`src/rtl/neuron_pkg.sv`:
```
// ---------------------------------------------------------------------------
// neuron_pkg : shared width, saturation limits and FSM encoding for the
//              neuron pre-activation accumulator.
// Rev 1.0
// ---------------------------------------------------------------------------
`default_nettype none

package neuron_pkg;

    localparam int DW = 18;

    localparam logic signed [DW-1:0] SAT_MAX = {1'b0, {(DW-1){1'b1}}};
    localparam logic signed [DW-1:0] SAT_MIN = {1'b1, {(DW-1){1'b0}}};

    typedef logic [1:0] state_t;

    localparam state_t ST_IDLE  = 2'd0;
    localparam state_t ST_ACCUM = 2'd1;
    localparam state_t ST_DONE  = 2'd2;

endpackage

`default_nettype wire

```
`src/rtl/neuron_accum_ctrl_if.sv`:
```
// ---------------------------------------------------------------------------
// neuron_accum_ctrl_if : start/bias, product stream and result handshake
//                        of the neuron accumulator.
// Rev 1.0
// ---------------------------------------------------------------------------
`default_nettype none

interface neuron_accum_ctrl_if #(
    parameter int DW = neuron_pkg::DW
);
    logic                 start;
    logic signed [DW-1:0] bias;
    logic                 in_valid;
    logic signed [DW-1:0] in_data;
    logic                 in_ready;
    logic                 out_valid;
    logic signed [DW-1:0] out_data;
    logic                 out_sat;
    logic                 out_ready;
    logic                 busy;

    modport slave (
        input  start, bias, in_valid, in_data, out_ready,
        output in_ready, out_valid, out_data, out_sat, busy
    );

    modport master (
        output start, bias, in_valid, in_data, out_ready,
        input  in_ready, out_valid, out_data, out_sat, busy
    );
endinterface

`default_nettype wire

```
`src/rtl/neuron_sat_adder.sv`:
```
// ---------------------------------------------------------------------------
// neuron_sat_adder : combinational signed add with clamp to DW bits and an
//                    overflow indication.
// Rev 1.0
// ---------------------------------------------------------------------------
`default_nettype none

module neuron_sat_adder #(
    parameter int DW = neuron_pkg::DW
) (
    input  wire logic signed [DW-1:0] i_a,
    input  wire logic signed [DW-1:0] i_b,
    output logic signed [DW-1:0]      o_sum,
    output logic                      o_ovf
);

    localparam logic signed [DW-1:0] c_MAX = {1'b0, {(DW-1){1'b1}}};
    localparam logic signed [DW-1:0] c_MIN = {1'b1, {(DW-1){1'b0}}};

    logic [DW:0] w_sum;
    logic        w_pos_ovf;
    logic        w_neg_ovf;

    assign w_sum = {i_a[DW-1], i_a} + {i_b[DW-1], i_b};

    // The two top bits of the extended sum disagree only when it left range.
    assign w_pos_ovf = ~w_sum[DW] &  w_sum[DW-1];
    assign w_neg_ovf =  w_sum[DW] & ~w_sum[DW-1];

    always_comb begin
        if (w_pos_ovf) begin
            o_sum = c_MAX;
        end else if (w_neg_ovf) begin
            o_sum = c_MIN;
        end else begin
            o_sum = w_sum[DW-1:0];
        end
    end

    assign o_ovf = w_pos_ovf | w_neg_ovf;

endmodule

`default_nettype wire

```
`src/rtl/neuron_accum_ctrl.sv`:
```
// ---------------------------------------------------------------------------
// neuron_accum_ctrl : bias + NUM_INPUTS serial products through one shared
//                     saturating adder. NEURON_ACCUM_RELU_EN clamps the
//                     presented result at zero.
// Rev 1.0
// ---------------------------------------------------------------------------
`default_nettype none

module neuron_accum_ctrl #(
    parameter int NUM_INPUTS = 784,
    parameter int DW         = neuron_pkg::DW
) (
    input wire logic          clk,
    input wire logic          rst,
    neuron_accum_ctrl_if.slave bus
);
    import neuron_pkg::*;

    localparam int             CW     = $clog2(NUM_INPUTS + 1);
    localparam logic [CW-1:0]  c_LAST = CW'(NUM_INPUTS - 1);

    state_t               r_state;
    logic signed [DW-1:0] r_acc;
    logic [CW-1:0]        r_cnt;
    logic                 r_sat;
    logic                 r_in_ready;

    logic signed [DW-1:0] w_sum;
    logic                 w_ovf;
    logic                 w_in_hs;

    neuron_sat_adder #(
        .DW (DW)
    ) u_adder (
        .i_a   (r_acc),
        .i_b   (bus.in_data),
        .o_sum (w_sum),
        .o_ovf (w_ovf)
    );

    assign w_in_hs = r_in_ready & bus.in_valid;

    always_ff @(posedge clk) begin
        if (rst) begin
            r_state    <= ST_IDLE;
            r_acc      <= '0;
            r_cnt      <= '0;
            r_sat      <= 1'b0;
            r_in_ready <= 1'b0;
        end else begin
            case (r_state)
                ST_IDLE: begin
                    if (bus.start) begin
                        r_acc      <= bus.bias;
                        r_cnt      <= '0;
                        r_sat      <= 1'b0;
                        r_in_ready <= 1'b1;
                        r_state    <= ST_ACCUM;
                    end
                end
                ST_ACCUM: begin
                    if (w_in_hs) begin
                        r_acc <= w_sum;
                        r_cnt <= r_cnt + CW'(1);
                        if (w_ovf) begin
                            r_sat <= 1'b1;
                        end
                        if (r_cnt == c_LAST) begin
                            r_in_ready <= 1'b0;
                            r_state    <= ST_DONE;
                        end
                    end
                end
                ST_DONE: begin
                    if (bus.out_ready) begin
                        r_state <= ST_IDLE;
                    end
                end
                default: begin
                    r_in_ready <= 1'b0;
                    r_state    <= ST_IDLE;
                end
            endcase
        end
    end

    assign bus.in_ready  = r_in_ready;
    assign bus.out_valid = (r_state == ST_DONE);
    assign bus.out_sat   = r_sat;
    assign bus.busy      = (r_state != ST_IDLE);

`ifdef NEURON_ACCUM_RELU_EN
    // Only the presented value is rectified; the accumulator keeps its sign.
    assign bus.out_data = r_acc[DW-1] ? '0 : r_acc;
`else
    assign bus.out_data = r_acc;
`endif

endmodule

`default_nettype wire

```
`src/flat_wrapper.sv`:
```
// flat-port wrapper written by rule: the top's interface ports become plain ports
module neuron_accum_ctrl_flat import neuron_pkg::*;
#(
    parameter int NUM_INPUTS = 784,
    parameter int DW         = neuron_pkg::DW
)
  (clk, rst, bus_start, bus_bias, bus_in_valid, bus_in_data, bus_out_ready, bus_in_ready, bus_out_valid, bus_out_data, bus_out_sat, bus_busy);
  neuron_accum_ctrl_if #(.DW(DW)) bus_i ();
  input wire logic clk;
  input wire logic rst;
  input wire logic [$bits(bus_i.start)-1:0] bus_start;
  input wire logic [$bits(bus_i.bias)-1:0] bus_bias;
  input wire logic [$bits(bus_i.in_valid)-1:0] bus_in_valid;
  input wire logic [$bits(bus_i.in_data)-1:0] bus_in_data;
  input wire logic [$bits(bus_i.out_ready)-1:0] bus_out_ready;
  output wire logic [$bits(bus_i.in_ready)-1:0] bus_in_ready;
  output wire logic [$bits(bus_i.out_valid)-1:0] bus_out_valid;
  output wire logic [$bits(bus_i.out_data)-1:0] bus_out_data;
  output wire logic [$bits(bus_i.out_sat)-1:0] bus_out_sat;
  output wire logic [$bits(bus_i.busy)-1:0] bus_busy;
  assign bus_i.start = bus_start;
  assign bus_i.bias = bus_bias;
  assign bus_i.in_valid = bus_in_valid;
  assign bus_i.in_data = bus_in_data;
  assign bus_i.out_ready = bus_out_ready;
  assign bus_in_ready = bus_i.in_ready;
  assign bus_out_valid = bus_i.out_valid;
  assign bus_out_data = bus_i.out_data;
  assign bus_out_sat = bus_i.out_sat;
  assign bus_busy = bus_i.busy;
  neuron_accum_ctrl #(.NUM_INPUTS(NUM_INPUTS), .DW(DW)) u_core (.clk(clk), .rst(rst), .bus(bus_i));
endmodule
```
`config.mk`:
```
export PLATFORM = sky130hd
export DESIGN_NAME = neuron_accum_ctrl_flat
export DESIGN_NICKNAME = d
export VERILOG_FILES = /design/src/rtl/neuron_pkg.sv /design/src/rtl/neuron_accum_ctrl_if.sv /design/src/rtl/neuron_sat_adder.sv /design/src/rtl/neuron_accum_ctrl.sv /design/src/flat_wrapper.sv
export SDC_FILE = /design/constraint.sdc
export NUM_CORES = 1
export LEC_CHECK = 0
export ABC_AREA = 0
export ABC_CLOCK_PERIOD_IN_PS = 4700
export CAP_MARGIN = 25
export CELL_PAD_IN_SITES_DETAIL_PLACEMENT = 2
export CELL_PAD_IN_SITES_GLOBAL_PLACEMENT = 2
export CORE_UTILIZATION = 28
export DETAILED_ROUTE_END_ITERATION = 8
export PLACE_DENSITY_LB_ADDON = 0.08
export SKIP_CTS_REPAIR_TIMING = 1
export SLEW_MARGIN = 40
export SYNTH_ARGS = -nofsm -noshare
export SYNTH_HDL_FRONTEND = slang
export SYNTH_SLANG_ARGS = --single-unit
```
`constraint.sdc`:
```
create_clock -name clk -period 4.7 [get_ports clk]
set_clock_uncertainty 0.2 [all_clocks]
set_input_delay 0.94 -clock clk [delete_from_list [all_inputs] [get_ports clk]]
set_output_delay 0.94 -clock clk [all_outputs]
set_load 0.05 [all_outputs]
```
-- Word level (Yosys, flattened, before mapping)
Cells that the tools add are included.
- bits in registers: 32
- input port bits: 41
- $add $sub $neg: 2
- eq/ne operators: 8
- mux-type cells: 21
- bitwise gates (word level): 7
- reduce and logical (&&, ||, !) cells: 7
- operators with widths (kind ; number):
    2-to-1 mux 18 bit ; 4
    one-hot mux 18 bit (2 select lines) ; 1
    2-to-1 mux 10 bit ; 2
    one-hot mux 10 bit (2 select lines) ; 1
    adder 18 x 18 -> 19 bit ; 1
    AND reduction 4 bit ; 3
    adder 10 x 1 -> 10 bit, second input constant ; 1
    equality test 10 bit, second input constant ; 1
    2-to-1 mux 2 bit ; 4
    2-to-1 mux 1 bit ; 6
    != test 2 bit, second input constant ; 3
    one-hot mux 2 bit (3 select lines) ; 1
    != test 2 x 1 -> 1 bit, second input constant ; 2
    nonzero test 2 bit ; 2
    bitwise AND 1 bit ; 3
    inverter 1 bit ; 3
    one-hot mux 1 bit (3 select lines) ; 1
    AND reduction 3 bit ; 1
    equality test 2 x 1 -> 1 bit, second input constant ; 1
    equality test 2 bit, second input constant ; 1
    logical NOT 2 bit ; 1
    one-hot mux 1 bit (2 select lines) ; 1
    OR 1 bit ; 1

-- Depth between registers and ports, before layout
- word-level depth: 7
- mapped depth: 16
- depth with buffers taken out: 15

-- Hierarchy
Synthesis repeated with hierarchy kept, for this count alone.
- cells, all modules: 340
- area total of the unflattened synthesis: 2742.6 um^2
- by module, submodules not included (module ; instances ; cells an instance ; area an instance (um^2) ; seq. area each (um^2)):
    neuron_accum_ctrl ; 1 ; 157 ; 1512.7 ; 640.6
    neuron_sat_adder ; 1 ; 183 ; 1229.9 ; 0.0

-- Least setup slack after synthesis
Ideal clock, no wire load.
- path type: input to register
- from: in bus_in_data[0]
- to: reg u_core.r_acc[14] (netlist: u_core.bus.out_data[14])
- library setup time: 0.095 ns
- arrival time: 3.636 ns
- setup slack: 0.769 ns
- cell stages on the path: 15
- buffers on the path: 1
- path through: ha_1 inv_1 fa_1 nand2b_1 a21oi_4 o211ai_1 a211o_1 a21oi_2 inv_1 ha_1 clkbuf_1 inv_1 o211ai_1 or4_1 o311ai_1
- cells in the longest elaborated chain, start to end: 7
- elaborated cells on any way between the ends: 9
- RTL lines (item ; RTL line ; text):
    start: declaration ; flat_wrapper.sv:14 ; input wire logic [$bits(bus_i.in_data)-1:0] bus_in_data;
    adder 18 x 18 -> 19 bit (*) ; neuron_sat_adder.sv:24 ; assign w_sum = {i_a[DW-1], i_a} + {i_b[DW-1], i_b};
    inverter 1 bit ; neuron_sat_adder.sv:28 ; assign w_neg_ovf = w_sum[DW] & ~w_sum[DW-1];
    bitwise AND 1 bit ; neuron_sat_adder.sv:28 ;
    2-to-1 mux 18 bit ; neuron_sat_adder.sv:33 ; end else if (w_neg_ovf) begin
    2-to-1 mux 18 bit (*) ; neuron_sat_adder.sv:31 ; if (w_pos_ovf) begin
    2-to-1 mux 18 bit (*) ; neuron_accum_ctrl.sv:62 ; if (w_in_hs) begin
    one-hot mux 18 bit (2 select lines) (*) ; neuron_accum_ctrl.sv:51 ; case (r_state)
    end signal: assignment ; neuron_accum_ctrl.sv:54 ; r_acc <= bus.bias;
    end signal: assignment ; neuron_accum_ctrl.sv:63 ; r_acc <= w_sum;
    end: declaration ; neuron_accum_ctrl.sv:23 ; logic signed [DW-1:0] r_acc;
Every way passes the cells marked *; elsewhere a longest branch is shown, timed or not. The select of a mux whose other input is x is not followed.
A chain may end at the register's enable or synchronous reset.

-- Worst setup path in the final report
- from: in bus_in_data[0]
- to: reg u_core.r_acc[11] (netlist: u_core.bus.out_data[11])
The elaborated chain is that of the path after synthesis.

==> impl_metrics.ini <==
[run_status]
outcome = finished with violations
violations = design-rule violations

[synth]
yosysSeqAreaShare = 0.250
synth_cells = 340
synth_cell_types = 59
synth_edf_count = 0
synth_ff_type = dfxtp_1
synth_most_common_cell = nor2_1
synthTopCellsByArea = dfxtp_1, ha_1, nor2_1, a21oi_1, nand2_1
ys_top_cells_by_count = nor2_1, dfxtp_1, a21oi_1
synth_top_cell_by_area = dfxtp_1
syn-cell-area_um2 = 2560
avgSynthCellArea_um2 = 7.54
synthArstFlopShare = 0
syn_nets = 403
synth_top_area_frac = 0.250
ys_warn_count = 0
ys_seq_elements = 32

[place]
place.gp.congestion = 0.809
postPlaceCellArea_um2 = 3350
io_buffers = 62
dp_hpwl_um = 7590

[timing]
fin_crit_sh = 0.933
fmax_mhz = 228
relSlewSlack = 0.571
setup_tns_ns = 0
setup_viol = 0
grt_setup_unrepaired = false
worst_pin_slew_ns = 0.644
fin_crit_ns = 4.39
final_hold_viol_count = 0
report.final.slew_viol_count = 0

[worst_setup_path]
crit_path_max_fanout = 8
arrival_ns = 4.44
worst_ep_required_time_ns = 4.75
cp-end-kind = flip-flop
critical_path_class = in -> reg
start_kind = input pin

[finish]
multi_input_area_um2 = 1800
nNetsFinal = 470
area_growth_pct = 35.1
n_fill_cell = 1031
finish.instance_area_um2 = 3470
drive_gt1_frac = 0.0858
regArea_um2 = 641
diodes = 0

[die]
io_pins = 63
initial_core_util = 0.291
die_w_um = 97.7
core_um2 = 8810
num_rows = 34
die_area_um2 = 9550
die_h_um = 97.7

[global_route]
grt_pass1_wl_um = 16100
antenna_found_initial = 0
grt_usage = 0.213
grt_overflow = 0
grt_start_max_net_pins = 30
grt_pass1_vias = 3145

[pwr]
p_per_area_nw_per_um2 = 351
ir_worst_vdd_uv = 100
p_leak_nw = 1.35

[clock_network]
cts_root_buf = clkbuf_8
cts_tree = done
clock_sinks = 32
cts_buffers = 5
clkLatencyLatePin_ns = 0.30
clk_path_buf_depth = 2
clkTransAtPathRegs_ns = 0.08
htreeDepth = 2

[routing]
vias_per_cell = 5.44
drt-wirelength-per-cell_um = 18.8
route.detailed.drc = 10
drt-initial-drc-count = 57
num_vias = 2807
wirelength_um = 9690
dr.pass1.iters = 6
antenna_left = 0

[worst_hold_path]
hold_path.class = reg -> reg

[flow_run]
maxCapViolCount = 0
==> stage by stage <==
step	hold WS, ns	setup slack (ns)	util	total power, mW	std cells
floorplan	0.249	0.769	-	0.713	340
global placement	0.261	0.221	0.381	0.926	508
detailed placement	0.273	0.0480	0.381	0.937	508
CTS	0.286	0.320	0.394	1.23	516
global route	0.316	0.119	0.394	1.29	516
finish	0.282	0.313	0.394	1.22	516
==> flip-flops by register name, indices dropped and copies added, names as in the netlist <==
| signal | cells |
|---|---|
| u_core.r_cnt | 10 |
| u_core.r_state | 2 |
| u_core.bus.out_sat | 1 |
| u_core.bus.out_data | 18 |
| u_core.bus.in_ready | 1 |
==> layout by cell type (no fill, tap or decap), types with 4 or more instances in the layout <==
cell / n
clkdlybuf4s50_1: 62
o211ai_1: 8
and3_1: 4
ha_1: 21
xor2_1: 11
inv_1: 13
o21ai_1: 9
nand2b_1: 7
nand2_1: 27
nor3_1: 7
a211oi_1: 5
dfxtp_1: 32
a31oi_1: 6
xnor2_1: 6
o21ai_0: 20
nor2_1: 42
buf_4: 14
a21oi_1: 31
nand3_1: 10
clkbuf_8: 5
==> area by class of cell <==
type / instances / share of cell area
Inverter: 14 / 0.0152
Tap cell: 108 / 0.0390
Clock inverter: 3 / 0.0123
Clock buffer: 5 / 0.0199
Multi-Input combinational cell: 278 / 0.519
Sequential cell: 32 / 0.185
Timing Repair Buffer: 76 / 0.209
==> final timing paths <==
| check | start | to | slack (ns) | depth (start not counted) |
|---|---|---|---|---|
| worst max-delay path | bus_in_data[0] | u_core.bus.out_data[11] | 0.31 | 15 |
| worst max register to register | u_core.bus.out_data[0] | u_core.bus.out_data[11] | 1.01 | 14 |
| worst min register to register | u_core.r_cnt[1] | u_core.r_cnt[1] | 0.28 | 2 |
| worst min-delay path | u_core.r_cnt[1] | u_core.r_cnt[1] | 0.28 | 2 |
==> where the power goes <==
part | switching [mW] | internal (mW) | total (mW)
Sequential | 0.0265 | 0.297 | 0.323
Combinational | 0.368 | 0.237 | 0.606
Clock | 0.130 | 0.157 | 0.287
Total | 0.525 | 0.691 | 1.22
==> critical path, stage by stage <==
cell	delay [ns]
clkdlybuf4s50_1	0.46
ha_1	0.18
inv_1	0.07
fa_1	0.38
nand2b_1	0.23
a21oi_4	0.18
o211ai_1	0.15
a211o_1	0.32
a21oi_2	0.26
inv_1	0.08
ha_1	0.33
a211oi_2	0.32
o21ai_1	0.15
or3_1	0.33
nand3_1	0.07
==> routing by layer <==
layer	global-route usage	wire [um]
met3	0.0410	306
met2	0.381	4730
met1	0.261	4510
met4	0.0524	138
met5	0	0
==> kinds of logic (layout without fill, tap and decap cells) <==
family | count (synthesis) | in the layout | share of synthesized area
AO/OA/AOI/OAI | 120 | 120 | 0.310
AND/OR/NAND/NOR | 117 | 117 | 0.215
flip-flops | 32 | 32 | 0.250
buffers and inverters | 30 | 98 | 0.0488
adder cells (fa/ha/maj) | 22 | 22 | 0.110
XOR/XNOR | 17 | 17 | 0.0580
multiplexers | 2 | 2 | 0.00829
(Power assumes the default switching activity.)
